==> src/rtl/argmax_pkg.sv <==
// Shared types and helpers for the argmax classifier output stage.
package argmax_pkg;

  // Frame-level control states
  typedef enum logic [1:0] {
    IDLE,
    ACC,
    DONE
  } state_e;

  // Ceiling log2 that never returns less than one bit
  function automatic int clog2_min1(input int value);
    int bits;
    bits = $clog2(value);
    return (bits < 1) ? 1 : bits;
  endfunction

endpackage

==> src/rtl/argmax_classifier_score_gt.sv <==
// Strict greater-than compare of two scores, signed or unsigned by parameter.
module score_gt #(
  parameter int SCORE_W      = 32,
  parameter bit SCORE_SIGNED = 1'b0
) (
  input  logic [SCORE_W-1:0] a,
  input  logic [SCORE_W-1:0] b,
  output logic               gt
);

  // a > b, interpreting both operands as two's complement when signed
  always_comb begin
    if (SCORE_SIGNED) begin
      gt = $signed(a) > $signed(b);
    end else begin
      gt = a > b;
    end
  end

endmodule

==> src/rtl/argmax_classifier.sv <==
// Streaming argmax over one frame of class scores (one score per beat).
// Emits the winning class index and score once per frame, with an error
// flag when the frame length differs from NUM_CLASSES.
// Optional feature macro: ARGMAX_TOP2_EN adds second-best index and the
// best-minus-second margin.
module argmax_classifier
  import argmax_pkg::*;
#(
  parameter int NUM_CLASSES  = 10,
  parameter int SCORE_W      = 32,
  parameter bit SCORE_SIGNED = 1'b0,
  parameter int CLS_W        = clog2_min1(NUM_CLASSES)
) (
  input  logic               clk,
  input  logic               rst_n,
  input  logic               in_valid,
  output logic               in_ready,
  input  logic [SCORE_W-1:0] in_score,
  input  logic               in_last,
  output logic               out_valid,
  input  logic               out_ready,
  output logic [CLS_W-1:0]   out_class,
  output logic [SCORE_W-1:0] out_score,
  output logic               out_err
`ifdef ARGMAX_TOP2_EN
  ,
  output logic [CLS_W-1:0]   out_class2,
  output logic [SCORE_W:0]   out_margin
`endif
);

  localparam logic [CLS_W-1:0] LAST_IDX   = CLS_W'(NUM_CLASSES - 1);
  localparam logic [CLS_W-1:0] SECOND_IDX = CLS_W'(1);

  state_e               state_q, state_d;
  logic [CLS_W-1:0]     idx_q, idx_d;
  logic [SCORE_W-1:0]   best_q, best_d;
  logic [CLS_W-1:0]     best_idx_q, best_idx_d;
  logic [CLS_W-1:0]     out_class_q, out_class_d;
  logic [SCORE_W-1:0]   out_score_q, out_score_d;
  logic                 out_err_q, out_err_d;

  logic                 accept;
  logic                 at_end;
  logic                 frame_close;
  logic                 best_gt;
  logic [SCORE_W-1:0]   cand_score;
  logic [CLS_W-1:0]     cand_idx;

`ifdef ARGMAX_TOP2_EN
  logic [SCORE_W-1:0]   second_q, second_d;
  logic [CLS_W-1:0]     second_idx_q, second_idx_d;
  logic [CLS_W-1:0]     out_class2_q, out_class2_d;
  logic [SCORE_W:0]     out_margin_q, out_margin_d;
  logic                 second_gt;
  logic [SCORE_W-1:0]   cand2_score;
  logic [CLS_W-1:0]     cand2_idx;
  logic [SCORE_W:0]     best_ext;
  logic [SCORE_W:0]     second_ext;
  logic [SCORE_W:0]     margin;
`endif

  assign accept      = in_valid && in_ready;
  assign at_end      = (idx_q == LAST_IDX);
  assign frame_close = in_last || at_end;

  score_gt #(
    .SCORE_W     (SCORE_W),
    .SCORE_SIGNED(SCORE_SIGNED)
  ) u_best_gt (
    .a (in_score),
    .b (best_q),
    .gt(best_gt)
  );

`ifdef ARGMAX_TOP2_EN
  score_gt #(
    .SCORE_W     (SCORE_W),
    .SCORE_SIGNED(SCORE_SIGNED)
  ) u_second_gt (
    .a (in_score),
    .b (second_q),
    .gt(second_gt)
  );
`endif

  // State register
  always_ff @(posedge clk or negedge rst_n) begin
    if (!rst_n) begin
      state_q <= IDLE;
    end else begin
      state_q <= state_d;
    end
  end

  // Next-state logic: open on first beat, close on last/count, release on handshake
  always_comb begin
    state_d = state_q;
    case (state_q)
      IDLE: if (accept) state_d = in_last ? DONE : ACC;
      ACC:  if (accept && frame_close) state_d = DONE;
      DONE: if (out_ready) state_d = IDLE;
      default: state_d = IDLE;
    endcase
  end

  // Handshake outputs depend on the registered state only
  always_comb begin
    in_ready  = (state_q != DONE);
    out_valid = (state_q == DONE);
  end

  // Running maximum, beat counter and result capture on frame close
  always_comb begin
    idx_d       = idx_q;
    best_d      = best_q;
    best_idx_d  = best_idx_q;
    out_class_d = out_class_q;
    out_score_d = out_score_q;
    out_err_d   = out_err_q;
    cand_score  = best_gt ? in_score : best_q;
    cand_idx    = best_gt ? idx_q : best_idx_q;
`ifdef ARGMAX_TOP2_EN
    second_d     = second_q;
    second_idx_d = second_idx_q;
    out_class2_d = out_class2_q;
    out_margin_d = out_margin_q;
    if (best_gt) begin
      cand2_score = best_q;
      cand2_idx   = best_idx_q;
    end else if ((idx_q == SECOND_IDX) || second_gt) begin
      cand2_score = in_score;
      cand2_idx   = idx_q;
    end else begin
      cand2_score = second_q;
      cand2_idx   = second_idx_q;
    end
    if (SCORE_SIGNED) begin
      best_ext   = {cand_score[SCORE_W-1], cand_score};
      second_ext = {cand2_score[SCORE_W-1], cand2_score};
    end else begin
      best_ext   = {1'b0, cand_score};
      second_ext = {1'b0, cand2_score};
    end
    margin = best_ext - second_ext;
`endif
    if (accept) begin
      case (state_q)
        IDLE: begin
          best_d     = in_score;
          best_idx_d = '0;
          idx_d      = SECOND_IDX;
`ifdef ARGMAX_TOP2_EN
          second_d     = '0;
          second_idx_d = '0;
`endif
          if (in_last) begin
            out_class_d = '0;
            out_score_d = in_score;
            out_err_d   = 1'b1;
            idx_d       = '0;
`ifdef ARGMAX_TOP2_EN
            out_class2_d = '0;
            out_margin_d = '0;
`endif
          end
        end
        ACC: begin
          best_d     = cand_score;
          best_idx_d = cand_idx;
          idx_d      = idx_q + CLS_W'(1);
`ifdef ARGMAX_TOP2_EN
          second_d     = cand2_score;
          second_idx_d = cand2_idx;
`endif
          if (frame_close) begin
            out_class_d = cand_idx;
            out_score_d = cand_score;
            out_err_d   = (in_last != at_end);
            idx_d       = '0;
`ifdef ARGMAX_TOP2_EN
            out_class2_d = cand2_idx;
            out_margin_d = margin;
`endif
          end
        end
        default: ;
      endcase
    end
  end

  // Datapath and result registers
  always_ff @(posedge clk or negedge rst_n) begin
    if (!rst_n) begin
      idx_q        <= '0;
      best_q       <= '0;
      best_idx_q   <= '0;
      out_class_q  <= '0;
      out_score_q  <= '0;
      out_err_q    <= 1'b0;
`ifdef ARGMAX_TOP2_EN
      second_q     <= '0;
      second_idx_q <= '0;
      out_class2_q <= '0;
      out_margin_q <= '0;
`endif
    end else begin
      idx_q        <= idx_d;
      best_q       <= best_d;
      best_idx_q   <= best_idx_d;
      out_class_q  <= out_class_d;
      out_score_q  <= out_score_d;
      out_err_q    <= out_err_d;
`ifdef ARGMAX_TOP2_EN
      second_q     <= second_d;
      second_idx_q <= second_idx_d;
      out_class2_q <= out_class2_d;
      out_margin_q <= out_margin_d;
`endif
    end
  end

  assign out_class = out_class_q;
  assign out_score = out_score_q;
  assign out_err   = out_err_q;
`ifdef ARGMAX_TOP2_EN
  assign out_class2 = out_class2_q;
  assign out_margin = out_margin_q;
`endif

endmodule
==> config.mk <==
export PLATFORM = sky130hd
export DESIGN_NAME = argmax_classifier
export DESIGN_NICKNAME = d
export VERILOG_FILES = /design/src/rtl/argmax_pkg.sv /design/src/rtl/argmax_classifier_score_gt.sv /design/src/rtl/argmax_classifier.sv
export SDC_FILE = /design/constraint.sdc
export NUM_CORES = 1
export LEC_CHECK = 0
export CAP_MARGIN = 20
export CORE_AREA = 2 2 67 133
export CTS_CLUSTER_DIAMETER = 80
export DETAILED_ROUTE_END_ITERATION = 6
export DIE_AREA = 0 0 69 135
export PLACE_DENSITY = 0.88
export SYNTH_ARGS = -nofsm -noshare
export SYNTH_HDL_FRONTEND = slang
export SYNTH_SLANG_ARGS = --single-unit
export TNS_END_PERCENT = 50
==> constraint.sdc <==
create_clock -name clk -period 3.5 [get_ports clk]
set_input_delay 0.7 -clock clk [delete_from_list [all_inputs] [get_ports clk]]
set_output_delay 0.7 -clock clk [all_outputs]
set_load 0.02 [all_outputs]
==> Flow_metrics.wiki, run 1 <==
{| class="wikitable"
! Metric !! Value
|-
| Signed area change from the synthesized netlist to the final layout || 28.9%
|-
| Die Outline Area || about 9300 um^2
|-
| Standby leakage power || 2.75 nW
|-
| Maximum capacitance violations || 0
|-
| Number of hold violations in the final report || 0
|-
| Area contributors post-synth || sky130_fd_sc_hd__dfrtp_1, sky130_fd_sc_hd__ha_1, sky130_fd_sc_hd__mux2_4, sky130_fd_sc_hd__mux2i_1, sky130_fd_sc_hd__a21oi_1
|-
| Clock insertion delay at the later pin of the skew report || ~0.34 ns
|-
| Total nets after synthesis || 470
|-
| Antenna violations before repair || 0
|-
| Area of all placed cells without fillers || approximately 5600 um^2
|-
| Area used by sequential logic in the layout || 1980 um^2
|-
| Total number of placement rows || 47
|-
| Maximum number of pins on one net before global-route repair || 80
|-
| Top cell type by total area after synthesis || sky130_fd_sc_hd__dfrtp_1
|-
| Global-route congestion overflow total || 0
|-
| HPWL after detailed placement || ~7300 um
|-
| Antenna fix cells || 0
|-
| # placed instances || between 500 and 600
|-
| Port Buf Inserts || 75
|-
| Crit-path leading delay family || simple AND/OR/NAND/NOR gates
|-
| Root buffer selected by CTS || sky130_fd_sc_hd__clkbuf_16
|-
| Worst reg2reg path startpoint || best_q[13]$_DFFE_PN0P_
|-
| Yosys Warn Count || 0
|-
| Post-cts repair resize count || 0
|-
| Count of endpoints failing setup in the final report || 0
|-
| Total detailed-routing wirelength || about 10,000 um
|-
| Post-DR vias/cell || about 5.6
|-
| Global placer's final weighted congestion || between 0.8 and 0.9
|-
| Max-slew violation count || 0
|-
| Clock tree from TritonCTS || built
|-
| Slack of the worst reg-to-reg path || between 0.6 and 0.7 ns
|-
| GRT Overall Usage || 22.7%
|-
| Max Freq || between 0.3 and 0.4 GHz
|-
| Maximum buffer depth of the clock tree || 2
|-
| RSZ-0062 raised after global routing || false
|-
| Drt wl/cell || roughly 17 um
|-
| Post-synthesis cell area || 4330 um^2
|-
| Endpoint of the worst-slack reg-to-reg timing path || best_idx_q[3]$_DFFE_PN0P_
|-
| Type of destination of the critical path || flop
|-
| Count of hold-fix buffers inserted at cts || 0
|-
| Clock Skew || slightly below 0.008 ns
|-
| Wire length of the first global-routing pass || 16,700 um
|-
| Number of remaining DRC errors || 0
|-
| Transition time of the tightest slew-check pin || approximately 0.54 ns
|-
| Post-synthesis sequential area ratio || a little under half
|-
| Fraction of post-synthesis cell area in the top cell type by area || 45.7%
|-
| Distinct cells, synth || 39
|-
| Total negative setup slack || 0 ns
|-
| Final period demand of the worst path || 3.24 ns
|-
| Sequence of cells on the critical path || clkdlybuf4s50_1 > ha_1 > nand4_1 > or3_4 > a211o_1 > a31oi_2 > a21oi_2 > buf_4 > nor3_1 > a22o_1
|-
| Horizontal die dimension || 69 um
|-
| Area of combinational cells with multiple inputs || 2120 um^2
|-
| H-tree depth || 3
|-
| Tightest Hold Check Type || input port to asynchronous set/reset pin
|-
| Placed Instance Area || roughly 5200 um^2
|-
| Number of cells on the worst reg-to-reg path || 10
|-
| Count of state elements after synthesis || just under 80
|-
| Core occupancy in the finished layout || around two thirds
|-
| Number of fill cells in the layout || approximately 600
|-
| Result of the run || finished clean
|-
| Number of top-level pins || 76
|-
| Path type of the worst setup path || input port to flop
|-
| PD cells || approximately 900 nW/um^2
|-
| Number of buffer and inverter instances along the worst setup path || 2
|-
| Maximum cell stage delay along the critical path || 0.44 ns
|-
| Final net count || between 500 and 600
|-
| Most common cell after layout, fill and taps aside || sky130_fd_sc_hd__dfrtp_1
|-
| Initial cell density of the core || a little over half
|-
| Vias in the first global route || 3,545
|-
| Critical Path Slowest Stage Cell || sky130_fd_sc_hd__clkdlybuf4s50_1
|-
| Worst hold slack || about 0.17 ns
|-
| Startpoint type of the worst setup path || input port
|-
| Mean cell area of the mapped netlist || roughly 11 um^2
|-
| Required time at the endpoint of the critical path || between 3 and 4 ns
|-
| Via count of the routed design || between 3,000 and 4,000
|-
| Source of the critical timing path || in_score[13]
|-
| Post-CTS clock slew at the launch and capture registers of the worst setup and hold paths || 0.06 ns
|-
| Dominant synthesized flop cell || sky130_fd_sc_hd__dfrtp_1
|-
| Number of instances in the synthesized netlist || 398
|-
| DR pass1 iterations || 4
|-
| Final worst-path cycle share || 92.5%
|-
| Post-synth EDFFs || 0
|-
| Leading cell types in the layout, fill and taps excluded || sky130_fd_sc_hd__dfrtp_1, sky130_fd_sc_hd__clkdlybuf4s50_1, sky130_fd_sc_hd__a21oi_1, sky130_fd_sc_hd__nor2_1, sky130_fd_sc_hd__mux2i_1
|-
| # Post-CTS Setup Buffers || 0
|-
| Worst IR Drop VDD || approximately 0.61 mV
|-
| Remaining antenna violation count || 0
|-
| CP Max Fanout || 5
|-
| DRC marker count from the first detailed-route iteration || between 100 and 150
|-
| Share of flip-flops with an asynchronous set or reset || 100%
|-
| Worst-case headroom to the max-slew limit || between 60% and 70%
|-
| Number of buffers created by CTS || 9
|-
| Clock Sink Count || 79
|-
| Signal arrival time at the worst endpoint || around 3.5 ns
|-
| Final std cells w/o fill || 582
|-
| Area inside the core boundary || around 8000 um^2
|-
| Die height || 135 um
|-
| Share of post-route cells with drive strength above 1 || between 10% and 20%
|}
[per-stage QoR]
step           power, W  worst slack [ns]
2_1_floorplan   0.00320             0.487
3_3_place_gp    0.00398            0.0374
3_5_place_dp    0.00411           -0.0765
4_1_cts         0.00510             0.249
5_1_grt         0.00541             0.148
6_report        0.00509             0.262
[power by group]
| part | leakage, nW | switching (W) | internal [W] |
|---|---|---|---|
| combinational | 1.67 | 0.00122 | 0.00127 |
| sequential | 0.926 | 0.000313 | 0.00132 |
| clock | 0.156 | 0.000355 | 0.000608 |
| total | 2.75 | 0.00189 | 0.00320 |
[synthesized netlist by cell type, types with 3 or more instances]
library cell,number
sky130_fd_sc_hd__a211oi_1,3
sky130_fd_sc_hd__a21oi_1,45
sky130_fd_sc_hd__a22o_1,4
sky130_fd_sc_hd__buf_4,3
sky130_fd_sc_hd__buf_6,4
sky130_fd_sc_hd__clkbuf_1,9
sky130_fd_sc_hd__dfrtp_1,79
sky130_fd_sc_hd__ha_1,35
sky130_fd_sc_hd__inv_1,35
sky130_fd_sc_hd__mux2_1,6
sky130_fd_sc_hd__mux2_4,26
sky130_fd_sc_hd__mux2i_1,36
sky130_fd_sc_hd__nand2_1,23
sky130_fd_sc_hd__nand2b_1,3
sky130_fd_sc_hd__nand4_1,7
sky130_fd_sc_hd__nor2_1,37
sky130_fd_sc_hd__nor2b_1,3
sky130_fd_sc_hd__nor3_1,3
sky130_fd_sc_hd__o21ai_0,5
sky130_fd_sc_hd__o21ai_1,6
[worst register-to-register path: stages, from the launching register on]
cell and delay (ns):
sky130_fd_sc_hd__dfrtp_1 0.38, sky130_fd_sc_hd__inv_1 0.06, sky130_fd_sc_hd__ha_1 0.30, sky130_fd_sc_hd__nand4_1 0.16
sky130_fd_sc_hd__or3_4 0.44, sky130_fd_sc_hd__a211o_1 0.29, sky130_fd_sc_hd__a31oi_2 0.24, sky130_fd_sc_hd__a21oi_2 0.07
sky130_fd_sc_hd__buf_4 0.18, sky130_fd_sc_hd__nor3_1 0.44, sky130_fd_sc_hd__a22o_1 0.22
[layout make-up]
cell class | instances | area share (%)
Clock buffer | 13 | 4.84
Clock inverter | 3 | 0.717
Inverter | 35 | 2.35
Multi-Input combinational cell | 267 | 38.0
Sequential cell | 79 | 35.4
Tap cell | 98 | 2.20
Timing Repair Buffer | 87 | 16.5
[state kept, by name, indices dropped and copies added (netlist names)]
| register | cells |
|---|---|
| best_idx_q | 4 |
| best_q | 32 |
| out_err | 1 |
| out_class | 4 |
| out_score | 32 |
| idx_q | 4 |
| state_q | 2 |
[routing by layer]
layer / GRT usage [%] / wire (um) / vias up
li1: - / - / 1553
met1: 23.1 / 3670 / 1635
met2: 42.8 / 5710 / 69
met3: 3.81 / 333 / 20
met4: 12.4 / 316 / 0
met5: 0 / 0 / -
[cell families (layout without fill, tap and decap cells)]
family	after synthesis	after routing	synth area share [%]
AND/OR/NAND/NOR	85	85	8.93
flip-flops	79	79	45.7
buffers and inverters	52	138	5.49
AO/OA/AOI/OAI	79	79	10.9
adder cells (fa/ha/maj)	35	35	10.1
multiplexers	68	68	18.9
[how the worst max path moves through the flow]
| stage | endpoint | slack [ns] | depth (start not counted) |
|---|---|---|---|
| final | best_idx_q[3]$_DFFE_PN0P_ | 0.26 | 10 |
| after global routing | best_idx_q[3]$_DFFE_PN0P_ | 0.15 | 10 |
| after CTS | best_idx_q[3]$_DFFE_PN0P_ | 0.25 | 10 |
| after detailed placement | best_idx_q[3]$_DFFE_PN0P_ | -0.08 | 10 |
| after global placement | best_q[26]$_DFFE_PN0P_ | 0.04 | 10 |
| after floorplan | best_q[0]$_DFFE_PN0P_ | 0.49 | 10 |
Power figures use the tool's default switching activity.
==> run 2, diff against run 1 <==
--- a/config.mk
+++ b/config.mk
@@ -5,12 +5,12 @@
 export SDC_FILE = /design/constraint.sdc
 export NUM_CORES = 1
 export LEC_CHECK = 0
-export CAP_MARGIN = 20
-export CORE_AREA = 2 2 67 133
+export CAP_MARGIN = 25
+export CORE_AREA = 2 2 65 129
 export CTS_CLUSTER_DIAMETER = 80
 export DETAILED_ROUTE_END_ITERATION = 6
-export DIE_AREA = 0 0 69 135
-export PLACE_DENSITY = 0.88
+export DIE_AREA = 0 0 67 131
+export PLACE_DENSITY = 0.92
 export SYNTH_ARGS = -nofsm -noshare
 export SYNTH_HDL_FRONTEND = slang
 export SYNTH_SLANG_ARGS = --single-unit
==> constraint.sdc (replaced) <==
create_clock -name clk -period 3.8 [get_ports clk]
set_input_delay 0.76 -clock clk [delete_from_list [all_inputs] [get_ports clk]]
set_output_delay 0.76 -clock clk [all_outputs]
set_load 0.02 [all_outputs]
==> run 2 against run 1 <==
- combinational power decreased by 9.2%
- die area fell by 5.8%
- hold slack improved by 0.075 ns
- design area decreased by 1.1%
- via count about the same
- clock power shrank 1%
- global-route usage rose by 2.3 points
- setup slack improved by 0.18 ns
- sequential share of layout area is 0.39 points higher
- register-to-register slack better by 0.28 ns
==> Flow_metrics.wiki, run 2 (synthesized netlist as in run 1, its figures left out) <==
{| class="wikitable"
! Metric !! Value
|-
| Post-DR vias/cell || 5.69 (+1.1%)
|-
| Total negative setup slack || 0 ns (unchanged)
|-
| Global-route congestion overflow total || 0 (unchanged)
|-
| Clock tree from TritonCTS || built
|-
| Critical Path Slowest Stage Cell || sky130_fd_sc_hd__clkdlybuf4s50_1
|-
| Share of post-route cells with drive strength above 1 || 12.1% (-0.52 points)
|-
| Maximum capacitance violations || 0 (unchanged)
|-
| H-tree depth || 3 (unchanged)
|-
| Maximum number of pins on one net before global-route repair || 80 (unchanged)
|-
| Antenna violations before repair || 0 (unchanged)
|-
| RSZ-0062 raised after global routing || false
|-
| Required time at the endpoint of the critical path || 4.00 ns (+0.23 ns)
|-
| Standby leakage power || 2.72 nW (-1.3%)
|-
| Area inside the core boundary || 7830 um^2 (-4.9%)
|-
| Antenna fix cells || 0 (unchanged)
|-
| Met1 track demand over resource in global routing || 30.6% (+7.5 points)
|-
| GRT met3 Usage || 3.85% (+0.047 points)
|-
| Clock Skew || 0.00576 ns (-0.00217 ns)
|-
| Final period demand of the worst path || roughly 3.4 ns
|-
| Via count of the routed design || 3,279 (+0.061%)
|-
| # Post-CTS Setup Buffers || 0 (unchanged)
|-
| Die height || 131 um (-3.0%)
|-
| Count of hold-fix buffers inserted at cts || 0 (unchanged)
|-
| Sequence of cells on the critical path || clkdlybuf4s50_1 > ha_1 > nand4_1 > or3_4 > a211o_1 > a31oi_2 > a211o_2 > buf_4 > mux2i_1 > a21oi_1
|-
| Worst IR Drop VDD || 0.662 mV (+8.9%)
|-
| Die Outline Area || 8780 um^2 (-5.8%)
|-
| Number of fill cells in the layout || 565 (-5.7%)
|-
| Total detailed-routing wirelength || 9940 um (-0.82%)
|-
| Final setup margin || 0.440 ns (+0.179 ns)
|-
| Placed Instance Area || 5160 um^2 (-1.6%)
|-
| Source of the critical timing path || in_score[14]
|-
| Startpoint type of the worst setup path || input port
|-
| Final worst-path cycle share || between 80% and 90%
|-
| Leading cell types in the layout, fill and taps excluded || sky130_fd_sc_hd__dfrtp_1, sky130_fd_sc_hd__clkdlybuf4s50_1, sky130_fd_sc_hd__a21oi_1, sky130_fd_sc_hd__nor2_1, sky130_fd_sc_hd__mux2i_1
|-
| Maximum buffer depth of the clock tree || 2 (unchanged)
|-
| Total number of placement rows || 46 (-2.1%)
|-
| Root buffer selected by CTS || sky130_fd_sc_hd__clkbuf_16
|-
| Initial cell density of the core || 55.3% (+2.7 points)
|-
| DRC marker count from the first detailed-route iteration || 248 (+100%)
|-
| Dpl ws || 0.105 ns (+0.182 ns)
|-
| Port Buf Inserts || 75 (unchanged)
|-
| Max Freq || between 0.2 and 0.3 GHz
|-
| Wire length of the first global-routing pass || 16,600 um (-0.54%)
|-
| CP Max Fanout || 16 (+11)
|-
| DR pass1 iterations || 4 (unchanged)
|-
| Number of buffer and inverter instances along the worst setup path || 2 (unchanged)
|-
| Horizontal die dimension || 67 um (-2.9%)
|-
| Signal arrival time at the worst endpoint || 3.56 ns (+0.05 ns)
|-
| Most common cell after layout, fill and taps aside || sky130_fd_sc_hd__dfrtp_1
|-
| Number of hold violations in the final report || 0 (unchanged)
|-
| PD cells || 854 nW/um^2 (-6.3%)
|-
| Remaining antenna violation count || 0 (unchanged)
|-
| Post-cts repair resize count || 0 (unchanged)
|-
| Max-slew violation count || 0 (unchanged)
|-
| Area of all placed cells without fillers || 5520 um^2 (-1.1%)
|-
| Type of destination of the critical path || flop
|-
| Worst-case headroom to the max-slew limit || 68.0% (+4.0 points)
|-
| Drt wl/cell || 17.3 um (+0.22%)
|-
| Clock insertion delay at the later pin of the skew report || 0.34 ns (about the same)
|-
| Post-CTS clock slew at the launch and capture registers of the worst setup and hold paths || 0.06 ns (about the same)
|-
| GRT Overall Usage || 25.0% (+2.3 points)
|-
| Number of buffers created by CTS || 9 (unchanged)
|-
| Result of the run || finished clean
|-
| Maximum cell stage delay along the critical path || 0.47 ns (+0.03 ns)
|-
| Global placer's final weighted congestion || 0.814 (+1.4%)
|-
| Path type of the worst setup path || input port to flop
|-
| Count of endpoints failing setup in the final report || 0 (unchanged)
|-
| Busiest metal layer after global routing || met2
|-
| Clock Sink Count || 79 (unchanged)
|-
| Vias in the first global route || 3,442 (-2.9%)
|-
| Transition time of the tightest slew-check pin || 0.480 ns (-0.0605 ns)
|-
| Global routing met2 resource utilization || 42.4% (-0.44 points)
|-
| Number of remaining DRC errors || 0 (unchanged)
|-
| Worst reg2reg path startpoint || best_q[14]$_DFFE_PN0P_
|-
| Signed area change from the synthesized netlist to the final layout || 27.5%
|-
| Area used by sequential logic in the layout || 1980 um^2 (unchanged)
|-
| HPWL after detailed placement || 6850 um (-6.0%)
|-
| Crit-path leading delay family || compound AO/OA/AOI/OAI gates
|-
| Final net count || 547 (-0.73%)
|-
| Area of combinational cells with multiple inputs || 2120 um^2 (unchanged)
|-
| Tightest Hold Check Type || input port to asynchronous set/reset pin
|-
| Number of top-level pins || 76 (unchanged)
|}
## run 2: layout make-up
type	count	share of cell area, %
repair buffers	83	15.2
clock inverters	5	1.45
well taps	96	2.18
flip-flops and latches	79	35.8
inverters	35	2.38
clock buffers	11	4.58
multi-input cells	267	38.4
## run 2: through the flow
step           power, W  hold WS [ns]  util (%)  cells
6_report        0.00472         0.247      70.5    576
5_1_grt         0.00500         0.253      70.5    576
2_1_floorplan   0.00295         0.453         -    398
4_1_cts         0.00473         0.481      70.2    575
3_3_place_gp    0.00360         0.461      65.9    559
3_5_place_dp    0.00372         0.470      65.9    559
## run 2: power breakdown
group | switching [W] | total, W | internal, W
clock network | 0.000342 | 0.000952 | 0.000609
registers | 0.000291 | 0.00151 | 0.00122
logic | 0.00114 | 0.00226 | 0.00112
total | 0.00177 | 0.00472 | 0.00295
## run 2: routing by layer
layer | share of wire [%] | vias to the layer above
met3 | 4.8 | 18
met4 | 2.6 | 0
met1 | 40 | 1625
met2 | 53 | 99
li1 | - | 1537
met5 | 0 | -
## run 2: final timing paths
check / to / slack (ns) / cells past startpoint
setup / recovery: out_score[1]$_DFFE_PN0P_ / 0.44 / 10
hold / removal: idx_q[0]$_DFFE_PN0P_ / 0.25 / 1
setup reg to reg: out_score[1]$_DFFE_PN0P_ / 0.94 / 10
min in group clk: out_err$_DFFE_PN0P_ / 0.47 / 2
hold reg to reg: out_err$_DFFE_PN0P_ / 0.47 / 2
max in group asynchronous: out_score[22]$_DFFE_PN0P_ / 2.98 / 2
